<file path="src/rtl/serial_load_ctrl_pkg.sv">
// Shared state encoding and sizing helper for the serial load sequencer.
`timescale 1ns/1ps
package serial_load_ctrl_pkg;

    typedef enum logic [1:0] {
        S_IDLE  = 2'b00,
        S_SHIFT = 2'b01,
        S_DONE  = 2'b10
    } state_t;

    // Bits needed to count n distinct values; a counter is never narrower than one bit.
    function automatic int cnt_width(input int n);
        return (n > 1) ? $clog2(n) : 1;
    endfunction

endpackage

</file>
<file path="src/rtl/shift_reg_en.sv">
// WIDTH-bit serial-in shift register; shifts SI in at the LSB on enabled edges.
`timescale 1ns/1ps
module shift_reg_en #(
    parameter int WIDTH = 6
) (
    input  logic             Clock,
    input  logic             Resetn,
    input  logic             en,
    input  logic             SI,
    output logic [WIDTH-1:0] Q
);

    always_ff @(posedge Clock or negedge Resetn) begin
        if (!Resetn) begin
            Q <= '0;
        end else if (en) begin
            Q <= {Q[WIDTH-2:0], SI};
        end
    end

endmodule

</file>
<file path="src/rtl/serial_load_ctrl.sv">
// Sequencer that loads a parallel word into the serial-in shift register one bit per slot.
`timescale 1ns/1ps
module serial_load_ctrl
    import serial_load_ctrl_pkg::*;
#(
    parameter int WIDTH     = 6,
    parameter bit MSB_FIRST = 1'b1,
    parameter int SHIFT_DIV = 1
) (
    input  logic             Clock,
    input  logic             Resetn,
    input  logic             start,
    input  logic [WIDTH-1:0] din,
    output logic             ready,
    output logic             busy,
    output logic             SI,
    output logic             shift_en,
    output logic             done,
    output logic [WIDTH-1:0] Q
);

    localparam int BCW = cnt_width(WIDTH);
    localparam int DCW = cnt_width(SHIFT_DIV);
    localparam logic [BCW-1:0] BIT_LAST = BCW'(WIDTH - 1);
    localparam logic [DCW-1:0] DIV_LAST = DCW'(SHIFT_DIV - 1);

    state_t           state;
    state_t           state_nxt;
    logic [WIDTH-1:0] hold;
    logic [BCW-1:0]   bitcnt;
    logic [DCW-1:0]   divcnt;
    logic             accept;

    always_ff @(posedge Clock or negedge Resetn) begin
        if (!Resetn) begin
            state <= S_IDLE;
        end else begin
            state <= state_nxt;
        end
    end

    always_comb begin
        state_nxt = state;
        ready     = 1'b0;
        SI        = 1'b0;
        shift_en  = 1'b0;
        done      = 1'b0;
        accept    = 1'b0;
        case (state)
            S_IDLE: begin
                ready = 1'b1;
                if (start) begin
                    accept    = 1'b1;
                    state_nxt = S_SHIFT;
                end
            end
            S_SHIFT: begin
                SI       = MSB_FIRST ? hold[WIDTH-1] : hold[0];
                shift_en = (divcnt == DIV_LAST);
                if (shift_en && (bitcnt == BIT_LAST)) begin
                    state_nxt = S_DONE;
                end
            end
            S_DONE: begin
                done      = 1'b1;
                state_nxt = S_IDLE;
            end
            default: begin
                state_nxt = S_IDLE;
            end
        endcase
    end

    assign busy = ~ready;

    // bitcnt parks at its terminal value on the last shift instead of wrapping.
    always_ff @(posedge Clock or negedge Resetn) begin
        if (!Resetn) begin
            hold   <= '0;
            bitcnt <= '0;
            divcnt <= '0;
        end else if (accept) begin
            hold   <= din;
            bitcnt <= '0;
            divcnt <= '0;
        end else if (state == S_SHIFT) begin
            if (shift_en) begin
                hold   <= MSB_FIRST ? (hold << 1) : (hold >> 1);
                divcnt <= '0;
                if (bitcnt != BIT_LAST) begin
                    bitcnt <= bitcnt + 1'b1;
                end
            end else begin
                divcnt <= divcnt + 1'b1;
            end
        end
    end

    shift_reg_en #(
        .WIDTH(WIDTH)
    ) u_sreg (
        .Clock (Clock),
        .Resetn(Resetn),
        .en    (shift_en),
        .SI    (SI),
        .Q     (Q)
    );

endmodule

</file>
<file path="config.mk">
export PLATFORM = sky130hd
export DESIGN_NAME = serial_load_ctrl
export DESIGN_NICKNAME = d
export VERILOG_FILES = /design/src/rtl/serial_load_ctrl_pkg.sv /design/src/rtl/shift_reg_en.sv /design/src/rtl/serial_load_ctrl.sv
export SDC_FILE = /design/constraint.sdc
export NUM_CORES = 1
export LEC_CHECK = 0
export BUFFER_PORTS_ARGS = -buffer_cell sky130_fd_sc_hd__buf_2
export CAP_MARGIN = 20
export CORE_UTILIZATION = 54
export DETAILED_ROUTE_END_ITERATION = 7
export PLACE_DENSITY = 0.81
export SLEW_MARGIN = 40
export SYNTH_ARGS = -nofsm -noshare
export SYNTH_HDL_FRONTEND = slang
export SYNTH_SLANG_ARGS = --single-unit
</file>
<file path="constraint.sdc">
create_clock -name Clock -period 2.65 [get_ports Clock]
set_clock_uncertainty 0.2 [all_clocks]
set_input_delay 0.53 -clock Clock [delete_from_list [all_inputs] [get_ports Clock]]
set_output_delay 0.53 -clock Clock [all_outputs]
set_load 0.02 [all_outputs]
</file>
==> impl_metrics.tcl, run 1 <==
set metrics [dict create \
    ys_top_cells_by_count "nand2_1, dfrtp_1, nor2_1" \
    internal-power_mw 0.700 \
    grt_max_degree 19 \
    dpl-instance-area_sq_um 912 \
    required_ns 1.92 \
    synth_enable_flop_cells 0 \
    rows 13 \
    routedWlPerCell_um 12.1 \
    final_nets 120 \
    switching_share_pct 43.2 \
    cp.arrival_ns 1.49 \
    synth_nets 97 \
    rr_startpoint "state[1]$_DFFE_PN0P_" \
    first_pass_iters 4 \
    postCtsHoldBufs 1 \
    dieArea_sq_um 1680 \
    ctsResizeCount 0 \
    io_buffers 19 \
    drc 0 \
    dp.final_hpwl_mm 1.07 \
    cts.clk_slew.worst_paths_ns 0.10 \
    cts_htree_levels 1 \
    antenna_found_initial 0 \
    cts_root_buf "clkbuf_4" \
    yosysSeqAreaShare_pct 54.7 \
    seqPwrFrac_pct 39.5 \
    grt_pass1_vias 514 \
    min_from "din[0]" \
    hold_ws_ns 0.232 \
    combPwrFrac_pct 47.4 \
    max_stage_delay_ns 0.46 \
    drtIter0Drc 5 \
    syn_area_sq_um 823 \
    grt_usage_pct 19.4 \
    syn_area_per_cell_sq_um 9.57 \
    clockPowerShare_pct 13.1 \
    fin_total_pwr_mw 1.23 \
    min_to "hold[0]$_DFFE_PN0P_" \
    postLayoutCoreUtil_pct 70.1 \
    fin_area_sq_um 958 \
    fmax_ghz 0.450 \
    r2r_slack_ns 0.91 \
    worstReg2RegEnd "bitcnt[1]$_DFFE_PN0P_" \
    powerDensity_nw_per_um2 1280 \
    cts_setup_buffers 0 \
    synthFlopType "dfrtp_1" \
    die_h_um 41.0 \
    irDropWorstVdd_uv 591 \
    hold_class "input pin to register" \
    area_growth_pct 16.4 \
    yosysUniqueCellTypes 25 \
    slew_viol_final 0 \
    max-cap-violations 0 \
    core_area_sq_um 1370 \
    cts_buffers 3 \
    via_per_inst 5.32 \
    cts_tree "yes" \
    vias 654 \
    synthArstFlopShare_pct 100 \
    gp_congestion 0.773 \
    yosys-top-cells-area "dfrtp_1, nand2_1, nor2_1" \
    p_leak_nw 0.505 \
    switchingPower_mw 0.531 \
    r2r_cells 4 \
    finalHoldViolCount 0 \
    clockBufferDepth 2 \
    io_pins 20 \
    wirelength_mm 1.49 \
    setup_viol 0 \
    relSlewSlack_pct 74.7 \
    crit_type "register to primary output" \
    postSynthCellCount 86 \
    grt_setup_unrepaired "no" \
    grt_pass1_wl_mm 2.09 \
    worstMarginPinSlew_ns 0.379 \
    critPathLaunchType "register" \
    crit_path_top_delay_cell "or3b_1" \
    diodes 0 \
    die_w_um 41.0 \
    grt-ovfl-total 0 \
    ys_seq_elements 18 \
    antenna_left 0 \
    finalCritPeriodShare_pct 83.9 \
    worstHoldPathCells 3 \
    yosysTopAreaCell "dfrtp_1" \
    path_cells "or3b_1, clkinv_4, buf_2" \
    drive_gt1_share_pct 25.0 \
    fin_crit_ns 2.22 \
    clock_latency_ns 0.28 \
    status "complete, no violations" \
    critPathMaxFanout 15 \
    fin_setup_tns_ns 0 \
    netlist.area_leader.share_pct 54.7 \
    cts.sinks 18 \
    synth.most_common_cell "nand2_1" \
    cp-end-kind "primary output" \
    ys_warn_count 0 \
    start_util_pct 60.3 \
]
sequential cells by signal, summed over array words and instances, names as in the netlist:
signal,cells
divcnt,1
u_sreg.Q,6
hold,6
state,2
bitcnt,3
per-stage QoR:
step	worst slack, ns	std cells
after floorplan	0.828	86
after global routing	0.351	123
after CTS	0.425	123
after global placement	0.781	118
final	0.428	123
after detailed placement	0.747	118
area by class of cell:
type                       count  area [sq um]
timing repair buffer          22           120
clock buffer                   4          36.3
sequential                    18           450
multi-input combinational     60           313
inverter                       4          20.0
tap                           15          18.8
fill                         119           408
power by group through the flow:
stage               Sequential [mW]  Clock (mW)  Combinational (mW)
floorplan                     0.524           0               0.427
global placement              0.480           0               0.567
detailed placement            0.489           0               0.586
CTS                           0.484       0.166               0.589
global route                  0.504       0.176               0.659
finish                        0.486       0.161               0.584
kinds of logic after synthesis:
family | synth area share [%]
adders and majority gates | 3.04
AOI/OAI and AO/OA | 10.0
buffers and inverters | 7.29
DFF | 54.7
and+or+nand+nor | 24.9
cells in the final DEF (no fill, tap or decap), types with 2 or more instances in the layout:
cell,count
ha_1,2
nor3_1,4
o21ai_1,2
nand2_1,24
a21oi_1,5
o211ai_1,2
inv_1,3
o22ai_1,3
buf_4,2
and2_1,2
clkbuf_4,3
buf_2,19
dfrtp_1,18
nor2_1,7
worst max-delay path, delay by kind of cell, from the launching register on:
kind,cells,cell delay (ns)
AND/OR/NAND/NOR,1,0.46
buffers and inverters,2,0.31
flip-flops,1,0.44
layer usage:
metal	part of all wire (%)	up-vias	GRT usage [%]	routed length, um
met1	50	297	26.1	738
met2	45	22	30.9	675
li1	-	333	-	-
met5	0	-	0	0
met4	0.40	0	5.00	6
met3	4.4	2	4.89	65
how the worst max path moves through the flow:
stage,from,endpoint,slack (ns)
detailed placement,state[1]$_DFFE_PN0P_,shift_en,0.75
CTS,state[1]$_DFFE_PN0P_,shift_en,0.43
floorplan,state[1]$_DFFE_PN0P_,shift_en,0.83
finish,state[1]$_DFFE_PN0P_,shift_en,0.43
global placement,state[1]$_DFFE_PN0P_,shift_en,0.78
global route,state[0]$_DFFE_PN0P_,shift_en,0.35
Note: power is estimated with default switching activity, not from simulation.
==> run 2, diff against run 1 <==
--- a/config.mk
+++ b/config.mk
@@ -7,9 +7,9 @@
 export LEC_CHECK = 0
 export BUFFER_PORTS_ARGS = -buffer_cell sky130_fd_sc_hd__buf_2
 export CAP_MARGIN = 20
-export CORE_UTILIZATION = 54
+export CORE_UTILIZATION = 45
 export DETAILED_ROUTE_END_ITERATION = 7
-export PLACE_DENSITY = 0.81
+export PLACE_DENSITY = 0.72
 export SLEW_MARGIN = 40
 export SYNTH_ARGS = -nofsm -noshare
 export SYNTH_HDL_FRONTEND = slang
==> constraint.sdc (replaced) <==
create_clock -name Clock -period 2 [get_ports Clock]
set_clock_uncertainty 0.2 [all_clocks]
set_input_delay 0.4 -clock Clock [delete_from_list [all_inputs] [get_ports Clock]]
set_output_delay 0.4 -clock Clock [all_outputs]
set_load 0.02 [all_outputs]
==> run 2 against run 1 <==
- register-to-register slack worse by 0.57 ns
- sequential power is 28% higher
- clock power is 40% higher
- global-route usage is 3.5 points lower
- wire length is 0.40% higher
- flip-flop and latch count stayed put
- critical path depth stayed put
- non-clock buffer count is 4 higher
- sequential share of layout area is 2.3 points lower
==> impl_metrics.tcl, run 2 (same netlist as run 1, synthesis figures left out) <==
set metrics [dict create \
    slew_viol_final 0 \
    switchingPower_mw 0.717 \
    final_cell_mix "nand2_1, dfrtp_1, buf_2, nor2_1, buf_4" \
    rr_startpoint "state[0]$_DFFE_PN0P_" \
    cts_htree_levels 1 \
    cp-end-kind "primary output" \
    die_h_um 44.8 \
    via_per_inst 4.86 \
    p_leak_nw 0.526 \
    relSlewSlack_pct 73.1 \
    cp.depth 3 \
    dp.final_hpwl_mm 1.01 \
    wirelength_mm 1.49 \
    die_w_um 44.8 \
    fin_crit_ns 1.92 \
    dp_cells 128 \
    final_nets 124 \
    antenna_found_initial 0 \
    worstMarginPinSlew_ns 0.404 \
    gp_congestion 0.758 \
    fmax_ghz 0.521 \
    drtIter0Drc 19 \
    critPathLaunchType "register" \
    clock_latency_ns 0.30 \
    r2r_slack_ns 0.34 \
    vias 666 \
    irDropWorstVdd_uv 834 \
    diodes 0 \
    status "complete, no violations" \
    internal-power_mw 0.982 \
    crit_type "register to primary output" \
    max-cap-violations 0 \
    grt_pass1_wl_mm 2.26 \
    core_area_sq_um 1730 \
    grt_pass1_vias 527 \
    clockPowerShare_pct 13.3 \
    switching_share_pct 42.2 \
    r2r_cells 4 \
    dieArea_sq_um 2000 \
    cts.sinks 18 \
    cp.arrival_ns 1.32 \
    hold_class "input pin to register" \
    crit_path_top_delay_cell "or3b_4" \
    min_from "din[0]" \
    stdcell_count 137 \
    cts.clk_slew.worst_paths_ns 0.10 \
    cts_buffers 3 \
    seqPwrFrac_pct 36.7 \
    powerDensity_nw_per_um2 1690 \
    cts_root_buf "clkbuf_4" \
    cts_tree "yes" \
    fin_total_pwr_mw 1.70 \
    cpLargestDelayFamily "simple AND/OR/NAND/NOR gates" \
    finalHoldViolCount 0 \
    io_buffers 19 \
    critPathMaxFanout 4 \
    final_common_cell "nand2_1" \
    fill_cells 167 \
    clockBufferDepth 2 \
    cp_num_buf_inv 2 \
    combPwrFrac_pct 50.0 \
    worstHoldPathCells 3 \
    finalCritPeriodShare_pct 95.9 \
    grt_usage_pct 15.8 \
    start_util_pct 47.7 \
    min_to "hold[0]$_DFFE_PN0P_" \
    routedWlPerCell_um 10.9 \
    io_pins 20 \
    drc 0 \
    first_pass_iters 4 \
    path_cells "or3b_4, inv_8, buf_4" \
    rows 15 \
    fin_setup_tns_ns 0 \
    area_growth_pct 22.5 \
    worstReg2RegEnd "hold[2]$_DFFE_PN0P_" \
    setup_viol 0 \
    required_ns 1.40 \
    grt-ovfl-total 0 \
    drive_gt1_share_pct 28.6 \
    biggestRegsByFlops "hold: 6 flops, u_sreg.Q: 6 flops, bitcnt: 3 flops" \
    max_stage_delay_ns 0.43 \
    grt_max_degree 19 \
    grt_setup_unrepaired "no" \
    antenna_left 0 \
]
-- run 2: cell types whose count changed in the layout (fill, tap and decap cells not counted), sizes merged --
cell / previous run / this run
clkinv: 1 / 0
buf: 21 / 25
inv: 3 / 4
-- run 2: how the worst max path moves through the flow --
stage	from	slack, ns	end
after floorplan	state[1]$_DFFE_PN0P_	0.31	shift_en
after global placement	state[1]$_DFFE_PN0P_	0.26	shift_en
after detailed placement	state[1]$_DFFE_PN0P_	0.24	shift_en
after CTS	divcnt$_DFFE_PN0N_	0.02	shift_en
after global routing	state[1]$_DFFE_PN0P_	0.03	shift_en
final	state[1]$_DFFE_PN0P_	0.08	shift_en
-- run 2: area by class of cell --
| class | instances | area (sq um) | share of cell area (%) |
|---|---|---|---|
| sequential | 18 | 450 | 44.7 |
| multi-input combinational | 60 | 315 | 31.3 |
| timing repair buffer | 26 | 153 | 15.1 |
| clock buffer | 4 | 36.3 | 3.60 |
| tap | 25 | 31.3 | 3.10 |
| inverter | 4 | 22.5 | 2.23 |
-- run 2: through the flow --
stage               utilization [%]  hold slack, ns  worst slack [ns]  instance area (sq um)
floorplan                         -         -0.0956             0.308                    823
global placement               53.6           0.147             0.257                    925
detailed placement             53.6           0.150             0.244                    925
CTS                            57.4          0.0869            0.0173                    991
global route                   58.4          0.0925            0.0338                   1010
finish                         58.4          0.0903            0.0821                   1010
-- run 2: timing repair --
item / in CTS / in global routing
setup endpoints to repair: 1 / 1
hold buffers: 1 / 0
setup buffers: 2 / 2
hold endpoints to repair: 18 / 0
resized for setup: 2 / 1
-- run 2: layer usage --
| metal | wire length, um | GRT usage, % | up-vias | part of all wire [%] |
|---|---|---|---|---|
| met5 | 0 | 0 | - | 0 |
| met4 | 11 | 5.45 | 0 | 0.74 |
| met3 | 94 | 6.40 | 2 | 6.3 |
| met2 | 642 | 23.5 | 24 | 43 |
| met1 | 744 | 21.0 | 300 | 50 |
| li1 | - | - | 340 | - |
-- run 2: power groups by stage --
stage | Combinational [mW] | Sequential [mW] | Clock, mW
2_1_floorplan | 0.566 | 0.695 | 0
3_3_place_gp | 0.750 | 0.639 | 0
3_5_place_dp | 0.769 | 0.646 | 0
4_1_cts | 0.825 | 0.625 | 0.234
5_1_grt | 0.933 | 0.642 | 0.250
6_report | 0.850 | 0.624 | 0.225
-- run 2: tightest hold or removal path, delay by kind of cell --
family,cells,cell delay (ns)
and+or+nand+nor,2,0.09
buffers and inverters,1,0.07
